===== src/rtl/adc_tag_framer_if.sv =====
// Bundles the framer's register bus and its two sample streams.
// The slave view is the framer itself; the master view is whatever drives it.
interface adc_tag_framer_if;
   // register bus
   logic        up_wreq;
   logic [8:0]  up_waddr;
   logic [31:0] up_wdata;
   logic        up_wack;
   logic        up_rreq;
   logic [8:0]  up_raddr;
   logic [31:0] up_rdata;
   logic        up_rack;
   // incoming sample stream
   logic        s_adc_valid;
   logic [63:0] s_adc_data;
   logic        s_adc_ready;
   // outgoing framed stream
   logic        m_adc_ready;
   logic        m_adc_valid;
   logic [63:0] m_adc_data;
   logic        m_adc_tag_valid;
   logic [6:0]  m_adc_tag_type;
   logic        m_adc_last;

   modport master (
      output up_wreq, up_waddr, up_wdata,
      input  up_wack,
      output up_rreq, up_raddr,
      input  up_rdata, up_rack,
      output s_adc_valid, s_adc_data,
      input  s_adc_ready,
      output m_adc_ready,
      input  m_adc_valid, m_adc_data, m_adc_tag_valid, m_adc_tag_type, m_adc_last
   );

   modport slave (
      input  up_wreq, up_waddr, up_wdata,
      output up_wack,
      input  up_rreq, up_raddr,
      output up_rdata, up_rack,
      input  s_adc_valid, s_adc_data,
      output s_adc_ready,
      input  m_adc_ready,
      output m_adc_valid, m_adc_data, m_adc_tag_valid, m_adc_tag_type, m_adc_last
   );
endinterface


===== src/rtl/adc_tag_framer.sv =====
// adc_tag_framer: splits an ADC sample stream into packets of PKT_LEN samples,
// each preceded by a timestamp tag word. The timestamp counts accepted samples,
// so a tag carries the sample index of the first sample that follows it.
module adc_tag_framer #(
   parameter logic [6:0]  TAG_TYPE_TIME = 7'h01,
   parameter int unsigned LEN_W         = 16
) (
   input  logic            user_clk,
   input  logic            user_resetn,
   input  logic            pps,
   adc_tag_framer_if.slave bus
);

   localparam logic [8:0]       ADDR_CTRL    = 9'h000;
   localparam logic [8:0]       ADDR_PKT_LEN = 9'h001;
   localparam logic [8:0]       ADDR_TIME_LO = 9'h002;
   localparam logic [8:0]       ADDR_TIME_HI = 9'h003;
   localparam logic [8:0]       ADDR_PPS_LO  = 9'h004;
   localparam logic [8:0]       ADDR_PPS_HI  = 9'h005;
   localparam logic [8:0]       ADDR_PKT_CNT = 9'h006;
   localparam logic [LEN_W-1:0] LEN_ZERO     = {LEN_W{1'b0}};
   localparam logic [LEN_W-1:0] LEN_ONE      = LEN_W'(1);

   typedef enum logic [1:0] {
      ST_IDLE = 2'd0,
      ST_TAG  = 2'd1,
      ST_DATA = 2'd2
   } state_t;

   state_t           state_r;
   state_t           next_state_s;

   logic             enable_r;
   logic [LEN_W-1:0] pkt_len_r;
   logic [LEN_W-1:0] len_lat_r;
   logic [LEN_W-1:0] cnt_r;
   logic [63:0]      ts_r;
   logic [63:0]      pps_ts_r;
   logic [31:0]      pkt_cnt_r;
   logic             pps_d_r;

   logic             wack_r;
   logic             rack_r;
   logic [31:0]      rdata_r;
   logic [31:0]      rdata_s;

   logic             m_valid_r;
   logic [63:0]      m_data_r;
   logic             m_tag_valid_r;
   logic [6:0]       m_tag_type_r;
   logic             m_last_r;

   logic             wr_ctrl_s;
   logic             wr_len_s;
   logic             clr_ts_s;
   logic             pps_rise_s;
   logic             out_free_s;
   logic             s_ready_s;
   logic             accept_s;
   logic             tag_load_s;
   logic             last_s;
   logic             enter_tag_s;
   logic             unused_wdata_s;

   // Only the low bits of the write data are architecturally meaningful.
   assign unused_wdata_s = ^bus.up_wdata;

   assign wr_ctrl_s  = bus.up_wreq & (bus.up_waddr == ADDR_CTRL);
   assign wr_len_s   = bus.up_wreq & (bus.up_waddr == ADDR_PKT_LEN);
   assign clr_ts_s   = wr_ctrl_s & bus.up_wdata[1];
   assign pps_rise_s = pps & ~pps_d_r;

   // The output register can take a new word when empty or draining this cycle.
   assign out_free_s  = ~m_valid_r | bus.m_adc_ready;
   assign s_ready_s   = (state_r == ST_DATA) & out_free_s;
   assign accept_s    = bus.s_adc_valid & s_ready_s;
   assign enter_tag_s = (state_r != ST_TAG) & (next_state_s == ST_TAG);

   // Packet sequencing: next state, tag load and end-of-packet detection.
   always_comb begin
      next_state_s = state_r;
      tag_load_s   = 1'b0;
      last_s       = 1'b0;
      case (state_r)
         ST_IDLE: begin
            if (enable_r) begin
               next_state_s = ST_TAG;
            end else begin
               next_state_s = ST_IDLE;
            end
         end
         ST_TAG: begin
            if (m_valid_r & m_tag_valid_r) begin
               // tag already presented: leave once it is taken downstream
               if (bus.m_adc_ready) begin
                  next_state_s = ST_DATA;
               end else begin
                  next_state_s = ST_TAG;
               end
            end else if (out_free_s) begin
               tag_load_s = 1'b1;
            end else begin
               tag_load_s = 1'b0;
            end
         end
         ST_DATA: begin
            if (accept_s && (cnt_r == (len_lat_r - LEN_ONE))) begin
               last_s = 1'b1;
               if (enable_r) begin
                  next_state_s = ST_TAG;
               end else begin
                  next_state_s = ST_IDLE;
               end
            end else begin
               next_state_s = ST_DATA;
            end
         end
         default: begin
            next_state_s = ST_IDLE;
         end
      endcase
   end

   // State register.
   always_ff @(posedge user_clk or negedge user_resetn) begin
      if (!user_resetn) begin
         state_r <= ST_IDLE;
      end else begin
         state_r <= next_state_s;
      end
   end

   // Writable control registers; the clear-timestamp bit is a strobe, not stored.
   always_ff @(posedge user_clk or negedge user_resetn) begin
      if (!user_resetn) begin
         enable_r  <= 1'b0;
         pkt_len_r <= LEN_ZERO;
      end else begin
         if (wr_ctrl_s) begin
            enable_r <= bus.up_wdata[0];
         end
         if (wr_len_s) begin
            pkt_len_r <= bus.up_wdata[LEN_W-1:0];
         end
      end
   end

   // Sample timestamp; a clear request overrides a coincident increment.
   always_ff @(posedge user_clk or negedge user_resetn) begin
      if (!user_resetn) begin
         ts_r <= 64'h0;
      end else if (clr_ts_s) begin
         ts_r <= 64'h0;
      end else if (accept_s) begin
         ts_r <= ts_r + 64'd1;
      end
   end

   // Capture the timestamp on each pps rising edge.
   always_ff @(posedge user_clk or negedge user_resetn) begin
      if (!user_resetn) begin
         pps_d_r  <= 1'b0;
         pps_ts_r <= 64'h0;
      end else begin
         pps_d_r <= pps;
         if (pps_rise_s) begin
            pps_ts_r <= ts_r;
         end
      end
   end

   // Per-packet length snapshot, in-packet sample index and completed-packet count.
   always_ff @(posedge user_clk or negedge user_resetn) begin
      if (!user_resetn) begin
         len_lat_r <= LEN_ZERO;
         cnt_r     <= LEN_ZERO;
         pkt_cnt_r <= 32'h0;
      end else begin
         if (enter_tag_s) begin
            // a zero length would never terminate, so it behaves as one
            len_lat_r <= (pkt_len_r == LEN_ZERO) ? LEN_ONE : pkt_len_r;
            cnt_r     <= LEN_ZERO;
         end else if (accept_s) begin
            cnt_r <= last_s ? LEN_ZERO : (cnt_r + LEN_ONE);
         end
         if (last_s) begin
            pkt_cnt_r <= pkt_cnt_r + 32'd1;
         end
      end
   end

   // Output word register: sample, tag, drain, or hold while stalled.
   always_ff @(posedge user_clk or negedge user_resetn) begin
      if (!user_resetn) begin
         m_valid_r     <= 1'b0;
         m_data_r      <= 64'h0;
         m_tag_valid_r <= 1'b0;
         m_tag_type_r  <= 7'h00;
         m_last_r      <= 1'b0;
      end else if (accept_s) begin
         m_valid_r     <= 1'b1;
         m_data_r      <= bus.s_adc_data;
         m_tag_valid_r <= 1'b0;
         m_tag_type_r  <= 7'h00;
         m_last_r      <= last_s;
      end else if (tag_load_s) begin
         // the tag must match the timestamp the next sample will carry
         m_valid_r     <= 1'b1;
         m_data_r      <= clr_ts_s ? 64'h0 : ts_r;
         m_tag_valid_r <= 1'b1;
         m_tag_type_r  <= TAG_TYPE_TIME;
         m_last_r      <= 1'b0;
      end else if (bus.m_adc_ready) begin
         m_valid_r     <= 1'b0;
         m_data_r      <= 64'h0;
         m_tag_valid_r <= 1'b0;
         m_tag_type_r  <= 7'h00;
         m_last_r      <= 1'b0;
      end
   end

   // Register read decode; unmapped addresses read as zero.
   always_comb begin
      rdata_s = 32'h0;
      case (bus.up_raddr)
         ADDR_CTRL:    rdata_s = {31'h0, enable_r};
         ADDR_PKT_LEN: rdata_s = 32'(pkt_len_r);
         ADDR_TIME_LO: rdata_s = ts_r[31:0];
         ADDR_TIME_HI: rdata_s = ts_r[63:32];
         ADDR_PPS_LO:  rdata_s = pps_ts_r[31:0];
         ADDR_PPS_HI:  rdata_s = pps_ts_r[63:32];
         ADDR_PKT_CNT: rdata_s = pkt_cnt_r;
         default:      rdata_s = 32'h0;
      endcase
   end

   // Single-cycle bus acknowledges; read data is forced to zero when not acknowledged.
   always_ff @(posedge user_clk or negedge user_resetn) begin
      if (!user_resetn) begin
         wack_r  <= 1'b0;
         rack_r  <= 1'b0;
         rdata_r <= 32'h0;
      end else begin
         wack_r  <= bus.up_wreq;
         rack_r  <= bus.up_rreq;
         rdata_r <= bus.up_rreq ? rdata_s : 32'h0;
      end
   end

   assign bus.up_wack         = wack_r;
   assign bus.up_rack         = rack_r;
   assign bus.up_rdata        = rdata_r;
   assign bus.s_adc_ready     = s_ready_s;
   assign bus.m_adc_valid     = m_valid_r;
   assign bus.m_adc_data      = m_data_r;
   assign bus.m_adc_tag_valid = m_tag_valid_r;
   assign bus.m_adc_tag_type  = m_tag_type_r;
   assign bus.m_adc_last      = m_last_r;

endmodule


===== src/flat_wrapper.sv =====
// flat-port wrapper written by rule: the top's interface ports become plain ports
module adc_tag_framer_flat 
#(
   parameter logic [6:0]  TAG_TYPE_TIME = 7'h01,
   parameter int unsigned LEN_W         = 16
)
  (user_clk, user_resetn, pps, bus_up_wreq, bus_up_waddr, bus_up_wdata, bus_up_wack, bus_up_rreq, bus_up_raddr, bus_up_rdata, bus_up_rack, bus_s_adc_valid, bus_s_adc_data, bus_s_adc_ready, bus_m_adc_ready, bus_m_adc_valid, bus_m_adc_data, bus_m_adc_tag_valid, bus_m_adc_tag_type, bus_m_adc_last);
  adc_tag_framer_if bus_i ();
  input  logic user_clk;
  input  logic user_resetn;
  input  logic pps;
  input wire logic [$bits(bus_i.up_wreq)-1:0] bus_up_wreq;
  input wire logic [$bits(bus_i.up_waddr)-1:0] bus_up_waddr;
  input wire logic [$bits(bus_i.up_wdata)-1:0] bus_up_wdata;
  output wire logic [$bits(bus_i.up_wack)-1:0] bus_up_wack;
  input wire logic [$bits(bus_i.up_rreq)-1:0] bus_up_rreq;
  input wire logic [$bits(bus_i.up_raddr)-1:0] bus_up_raddr;
  output wire logic [$bits(bus_i.up_rdata)-1:0] bus_up_rdata;
  output wire logic [$bits(bus_i.up_rack)-1:0] bus_up_rack;
  input wire logic [$bits(bus_i.s_adc_valid)-1:0] bus_s_adc_valid;
  input wire logic [$bits(bus_i.s_adc_data)-1:0] bus_s_adc_data;
  output wire logic [$bits(bus_i.s_adc_ready)-1:0] bus_s_adc_ready;
  input wire logic [$bits(bus_i.m_adc_ready)-1:0] bus_m_adc_ready;
  output wire logic [$bits(bus_i.m_adc_valid)-1:0] bus_m_adc_valid;
  output wire logic [$bits(bus_i.m_adc_data)-1:0] bus_m_adc_data;
  output wire logic [$bits(bus_i.m_adc_tag_valid)-1:0] bus_m_adc_tag_valid;
  output wire logic [$bits(bus_i.m_adc_tag_type)-1:0] bus_m_adc_tag_type;
  output wire logic [$bits(bus_i.m_adc_last)-1:0] bus_m_adc_last;
  assign bus_i.up_wreq = bus_up_wreq;
  assign bus_i.up_waddr = bus_up_waddr;
  assign bus_i.up_wdata = bus_up_wdata;
  assign bus_up_wack = bus_i.up_wack;
  assign bus_i.up_rreq = bus_up_rreq;
  assign bus_i.up_raddr = bus_up_raddr;
  assign bus_up_rdata = bus_i.up_rdata;
  assign bus_up_rack = bus_i.up_rack;
  assign bus_i.s_adc_valid = bus_s_adc_valid;
  assign bus_i.s_adc_data = bus_s_adc_data;
  assign bus_s_adc_ready = bus_i.s_adc_ready;
  assign bus_i.m_adc_ready = bus_m_adc_ready;
  assign bus_m_adc_valid = bus_i.m_adc_valid;
  assign bus_m_adc_data = bus_i.m_adc_data;
  assign bus_m_adc_tag_valid = bus_i.m_adc_tag_valid;
  assign bus_m_adc_tag_type = bus_i.m_adc_tag_type;
  assign bus_m_adc_last = bus_i.m_adc_last;
  adc_tag_framer #(.TAG_TYPE_TIME(TAG_TYPE_TIME), .LEN_W(LEN_W)) u_core (.user_clk(user_clk), .user_resetn(user_resetn), .pps(pps), .bus(bus_i));
endmodule

===== config.mk =====
export PLATFORM = sky130hd
export DESIGN_NAME = adc_tag_framer_flat
export DESIGN_NICKNAME = d
export VERILOG_FILES = /design/src/rtl/adc_tag_framer_if.sv /design/src/rtl/adc_tag_framer.sv /design/src/flat_wrapper.sv
export SDC_FILE = /design/constraint.sdc
export NUM_CORES = 1
export LEC_CHECK = 0
export CORE_ASPECT_RATIO = 0.75
export CORE_MARGIN = 8
export CORE_UTILIZATION = 45
export CTS_BUF_LIST = sky130_fd_sc_hd__clkbuf_16
export CTS_CLUSTER_DIAMETER = 150
export DETAILED_ROUTE_END_ITERATION = 8
export GPL_TIMING_DRIVEN = 0
export PLACE_DENSITY_LB_ADDON = 0.12
export RECOVER_POWER = 50
export SYNTH_ARGS = -nofsm -noshare
export SYNTH_HDL_FRONTEND = slang
export SYNTH_SLANG_ARGS = --single-unit

===== constraint.sdc =====
create_clock -name user_clk -period 5.92 [get_ports user_clk]
set_input_delay 1.184 -clock user_clk [delete_from_list [all_inputs] [get_ports user_clk]]
set_output_delay 1.184 -clock user_clk [all_outputs]
set_load 0.005 [all_outputs]

======== After elaboration in Yosys (flattened, before gate mapping) ========
Index checks and enable logic that the tools add are counted.
storage, ports and cells
  flip-flop bits (word level) ............. 320
  input bits .............................. 121
  output and inout port bits .............. 109
  logic and storage cells ................. 83
cells by class
  add/subtract/negate cells ............... 4
  equal/unequal tests ..................... 12
  muxes and demuxes ....................... 31
  bitwise logic cells ..................... 11
  reduce and logical (&&, ||, !) cells .... 8
operators with widths
  operator               count
  $mux 64                6
  $pmux 32 s7            1
  $add 64x1->64 const B  1
  $mux 16                4
  $add 32x1->32 const B  1
  $mux 32                1
  $eq 9x3->1 const B     3
  $mux 7                 3
  $eq 9x1->1 const B     2
  $eq 9x2->1 const B     2
  $logic_not 9->1        2
  $add 16x1->16 const B  1
  $eq 16x16->1           1
  $logic_not 16->1       1
  $sub 16x1->16 const B  1
  $mux 1                 12
  $and 1x1->1            8
  $mux 2                 3
  $pmux 2 s3             1
  $eq 2x1->1 const B     2
  $reduce_bool 2->1      2
  $reduce_bool 3->1      1
  $eq 2x2->1 const B     1
  $logic_not 2->1        1
  4 further kinds        5

======== Depth between registers and ports, before layout ========
  depth after elaboration ................. 10
  mapped depth ............................ 11
  mapped depth without buffers ............ 9

======== Least setup slack after synthesis ========
OpenSTA, ideal clock, no wires.
  path kind ............................... input to register
  start ................................... in bus_up_raddr[4]
  end ..................................... reg u_core.rdata_r[22], in the netlist u_core.bus.up_rdata[22]
  library setup time ...................... 0.078 ns
  data arrival time ....................... 3.335 ns
  required time ........................... 5.842 ns
  setup slack ............................. 2.507 ns
  stages .................................. 7
  buffers on the path ..................... 2
  cells stage by stage .................... or4_1 -> nor4_1 -> and2_0 -> clkbuf_1 -> clkbuf_1 -> a22oi_1 -> a21oi_1
on the way
  cells in the longest elaborated chain, start to end .. 3
  elaborated cells between the ends (all ways) .. 9
  classes of those cells .................. eq/ne: 6; mux: 2; reduce/logical: 1
RTL lines
  what                                RTL line               source
  start: declaration                  flat_wrapper.sv:17     input wire logic [$bits(bus_i.up_raddr)-1:0] bus_up_raddr;
  $eq 9x3->1 (tied with other cells)  adc_tag_framer.sv:225  case (bus.up_raddr)
  $pmux 32 s7 (*)                     adc_tag_framer.sv:225
  $mux 32 (*)                         adc_tag_framer.sv:246  rdata_r <= bus.up_rreq ? rdata_s : 32'h0;
  end signal: assignment              adc_tag_framer.sv:246
  end: declaration                    adc_tag_framer.sv:44   logic [31:0] rdata_r;
Every way passes the cells marked *; elsewhere a longest branch is shown, timed or not.
A chain may end at the register's enable or synchronous reset.

======== Worst setup path after layout ========
  start ................................... in bus_m_adc_ready
  end ..................................... reg u_core.ts_r[63]
on the way
  cells in the longest elaborated chain, start to end .. 4
RTL lines
  what                         RTL line               source
  start: declaration           flat_wrapper.sv:23     input wire logic [$bits(bus_i.m_adc_ready)-1:0] bus_m_adc_ready;
  $or 1x1->1                   adc_tag_framer.sv:74   assign out_free_s = ~m_valid_r | bus.m_adc_ready;
  $and 1x1->1                  adc_tag_framer.sv:75   assign s_ready_s = (state_r == ST_DATA) & out_free_s;
  $and 1x1->1                  adc_tag_framer.sv:76   assign accept_s = bus.s_adc_valid & s_ready_s;
  $reduce_bool 2->1 (no line)  -
  end signal: assignment       adc_tag_framer.sv:155  ts_r <= ts_r + 64'd1;
  end: declaration             adc_tag_framer.sv:37   logic [63:0] ts_r;
Every way passes these cells.

==> metrics.md <==
| Metric | Value |
|---|---|
| List of cells traversed by the critical path | dlygate4sd3_1 -> nor2b_1 -> nor4_2 -> nand4b_1 -> nor2_1 -> nand4_1 -> xor2_1 -> nor2_1 |
| Logic gate share of total power | just over 20% |
| Top post-synthesis cells by area | dfrtp_1 52%, mux2_2 9.0%, xor2_1 4.9%, a222oi_1 4.5%, nor2_1 2.8% |
| Slowest cell delay on critical path | 1.09 ns |
| Post-synthesis compound-gate area fraction | a little over a tenth |
| Placed cells | around 2100 |
| Total DRC errors in the routed layout | 4 |
| Switching Share | a little under 30% |
| Met1 usage in global routing | 35.0% |
| Delay-heaviest family, CP | simple AND/OR/NAND/NOR gates |
| Mean instance size in the synthesized netlist | between 10 and 15 µm² |
| Cell with the most instances on the worst path | nor2_1 |
| Setup repair bufs after CTS | 0 |
| Register area share after synthesis | 52.2% |
| Final critical path time including I/O delays and setup | between 4 and 5 ns |
| Max_slew headroom | -56.1% |
| Warnings from Yosys | 0 |
| Clock input transition at the sequential cells of the worst setup and hold paths | 0.07 ns |
| GPL Wtd Cong | about 0.90 |
| Routing layer with the top usage in global route | met1 |
| CTS tree | built |
| Largest net degree at the start of global routing | around 120 |
| Critical path type | in2reg |
| Max-cap violations | 3 |
| Number of global-route vias before repair | between 10000 and 15000 |
| Most common cell in the netlist | dfrtp_1 |
| Violated checks | design-rule violations, max-capacitance violations, max-slew violations |
| Reg power frac | roughly two fifths |
| Share of the synthesized area in the top cell type | a little over half |
| Final setup violation count | 0 |
| Most frequent cells after synthesis | 313 x dfrtp_1, 120 x mux2_2, 111 x nor2_1 |
| Number of standard cells in the final layout excluding fillers | 2119 |
| Tot GR Track Use | between 20% and 30% |
| Final max-slew violation count | 200 |
| Htree depth | 2 |
| Initial Util | 45.2% |
| Synth Cell Area | about 15000 µm² |
| Combined flip-flop and latch cell area | just under 8000 µm² |
| Xor-xnor portion of the synthesized cell area | between 6 and 7% |
| Global Route met2 Usage | 32.8% |
| Mux cell area share after synthesis | 11.1% |
| Fin util | 56.8% |
| Unrepaired setup endpoints after global routing | no |
| Core area | about 33000 µm² |
| WL final | around 46000 µm |
| Relative contribution of the clock network to total power | 38.1% |
| Status | complete, but fails checks |
| Share of post-route cells with drive strength above 1 | 12.6% |
| Worst path slowest cell | nor4_2 |
| Placed Area | about 18000 µm² |
| Clk Latency, worst-skew pair | 0.53 ns |
| Detailed Place HPWL | ~34000 µm |
| First-pass iteration count of the detailed router | 9 |
| Share of the clock period used by the worst path | 79.9% |
| Area growth from synthesis to layout | 25.5% |
| Count of endpoints failing hold in the final timing report | 0 |
| Antenna violations before repair | 2 |
| Maximum ir drop on the vdd rail | about 0.17 mV |
| Overall die area | 39500 µm² |
| Design Power | between 5 and 6 mW |
| Buffer type at the clock tree root | clkbuf_16 |
| Data required time of the worst path | about 6.3 ns |
| Net switching power figure | 1.68 mW |
| Type of the tightest min-delay check | reg2reg |
| Die X-Extent | between 200 and 250 µm |
| Setup crit end kind | flip-flop |
| Number of clock sinks seen by CTS | ~310 |
| FP Rows | 58 |
| Fillcell total | about 3000 |
| Count of buffer and inverter cells on the critical path | 1 |
| Worst R2R Start | u_core.state_r[0] |
| Number of synthesized flops with an enable pin | 0 |
| Antenna Diode Count | 0 |
| Floorplan die height | 174 µm |
| Met3 usage in global routing | between 6 and 7% |
| Total grt overflow | 0 |
| Start point of the critical path | bus_m_adc_ready |
| Flip-flop and latch count after synthesis | 313 |
| Buffers added on ports | 205 |
| Post-cts repair resize count | 0 |
| Multi-input gate area in the final layout | 6450 µm² |
| Number of buffers inserted by hold repair at cts | 0 |
| Maximum fanout along the worst path | 9 |
| Design internal power | slightly above 4 mW |
| Number of nets in the finished design | about 1800 |
| Worst hold start | u_core.pkt_cnt_r[31] |
| Proportion of synthesized flip-flops having asynchronous set or reset | 100% |
| Number of buffers between clock root and the deepest sink | 3 |
| Combinational family with the most area after synthesis | simple AND/OR/NAND/NOR gates |
| Detailed Route Iter0 Violations | about 1300 |
| Setup Total Neg Slack | 0 ns |
| Leakage Power | 8.97 nW |
| Critical path launch point type | input pin |
| Upper clock frequency limit | between 200 and 250 MHz |
| Actual transition at the worst max-transition pin | 2.34 ns |
| Worst clock skew | approximately 0.017 ns |
| CTS Buf Count | 34 |
| Post-DR vias/cell | between 5 and 6 |
| Total number of vias | 12100 |
| Count of mapped cells out of synthesis | 1394 |
| Wire length of the first global-routing pass | roughly 70000 µm |
| Yosys cell types | 57 |
| Number of routed nets with antenna violations | 0 |
| Simple-gate share of the synthesized area | between 10% and 20% |
| Primary FF master, synth | dfrtp_1 |
| Fin area | between 15000 and 20000 µm² |
| Power per unit of standard cell area | between 300 and 400 nW/µm² |
| Adder and majority cell fraction of the synthesized area | less than 1% |
| Number of placed I/O pins | between 200 and 250 |
| Area leader, netlist | dfrtp_1 |
| Routed len/inst | roughly 22 µm |
| CP arrival | roughly 5.1 ns |
-- power by group through the flow --
stage,clock (mW),combinational [mW],sequential [mW]
finish,2.17,1.18,2.35
global route,2.30,1.28,2.36
CTS,2.21,1.19,2.35
detailed placement,0,1.18,2.39
global placement,0,1.16,2.39
floorplan,0,0.682,2.36
-- cells in the final DEF, fill, tap and decap left out, drive strengths merged, types with 25 or more instances in the layout --
| cell type | n |
|---|---|
| a22oi | 28 |
| xnor2 | 35 |
| a222oi | 68 |
| xor2 | 84 |
| dfrtp | 313 |
| o21ai | 33 |
| nand3 | 42 |
| nor2 | 111 |
| clkbuf | 109 |
| buf | 33 |
| nand2 | 93 |
| nor3 | 37 |
| inv | 90 |
| mux2 | 127 |
| nand4 | 37 |
| dlygate4sd3 | 40 |
| a21oi | 41 |
| nor4 | 25 |
| clkdlybuf4s50 | 164 |
-- sequential cells by signal, summed over array words and instances (netlist names), 16 cells and up --
| register | flops |
|---|---|
| u_core.bus.m_adc_data | 64 |
| u_core.bus.up_rdata | 32 |
| u_core.cnt_r | 16 |
| u_core.len_lat_r | 16 |
| u_core.pkt_cnt_r | 32 |
| u_core.pkt_len_r | 16 |
| u_core.pps_ts_r | 64 |
| u_core.ts_r | 64 |
-- per-layer routing --
layer	share of wire, %	vias up	routed length (µm)
met4	2.1	2	964
met5	0.028	-	13
met2	42	455	19300
li1	-	5499	-
met3	9.5	63	4410
met1	47	6085	21700
-- logic make-up after synthesis --
kind of cell / Yosys count
AO/OA/AOI/OAI: 206
XOR/XNOR: 119
adder cells (fa/ha/maj): 4
buffers and inverters: 185
flip-flops: 313
multiplexers: 147
other: 1
AND/OR/NAND/NOR: 419
-- through the flow --
step | setup slack, ns | hold slack [ns]
floorplan | 2.51 | 0.441
global placement | -10.22 | 0.456
detailed placement | 0.835 | 0.465
CTS | 1.38 | 0.475
global route | 1.07 | 0.504
finish | 1.19 | 0.475
-- layout make-up --
class | instances | area share (%)
multi-input combinational | 901 | 34.3
timing repair buffer | 209 | 11.1
clock buffer | 37 | 4.92
buffer | 100 | 2.29
sequential | 313 | 41.6
clock inverter | 24 | 1.13
inverter | 85 | 1.69
tap | 450 | 2.99
-- final timing paths --
check | slack (ns) | endpoint | cells past startpoint
max | 1.19 | u_core.ts_r[63] | 8
min | 0.48 | u_core.pkt_cnt_r[31] | 1
max reg2reg | 1.94 | u_core.ts_r[63] | 7
min reg2reg | 0.48 | u_core.pkt_cnt_r[31] | 1
max in group asynchronous | 1.76 | u_core.pkt_cnt_r[16] | 3
min in group asynchronous | 1.08 | u_core.bus.m_adc_tag_type[0] | 1
No activity file was read; power rests on OpenSTA's default activity.
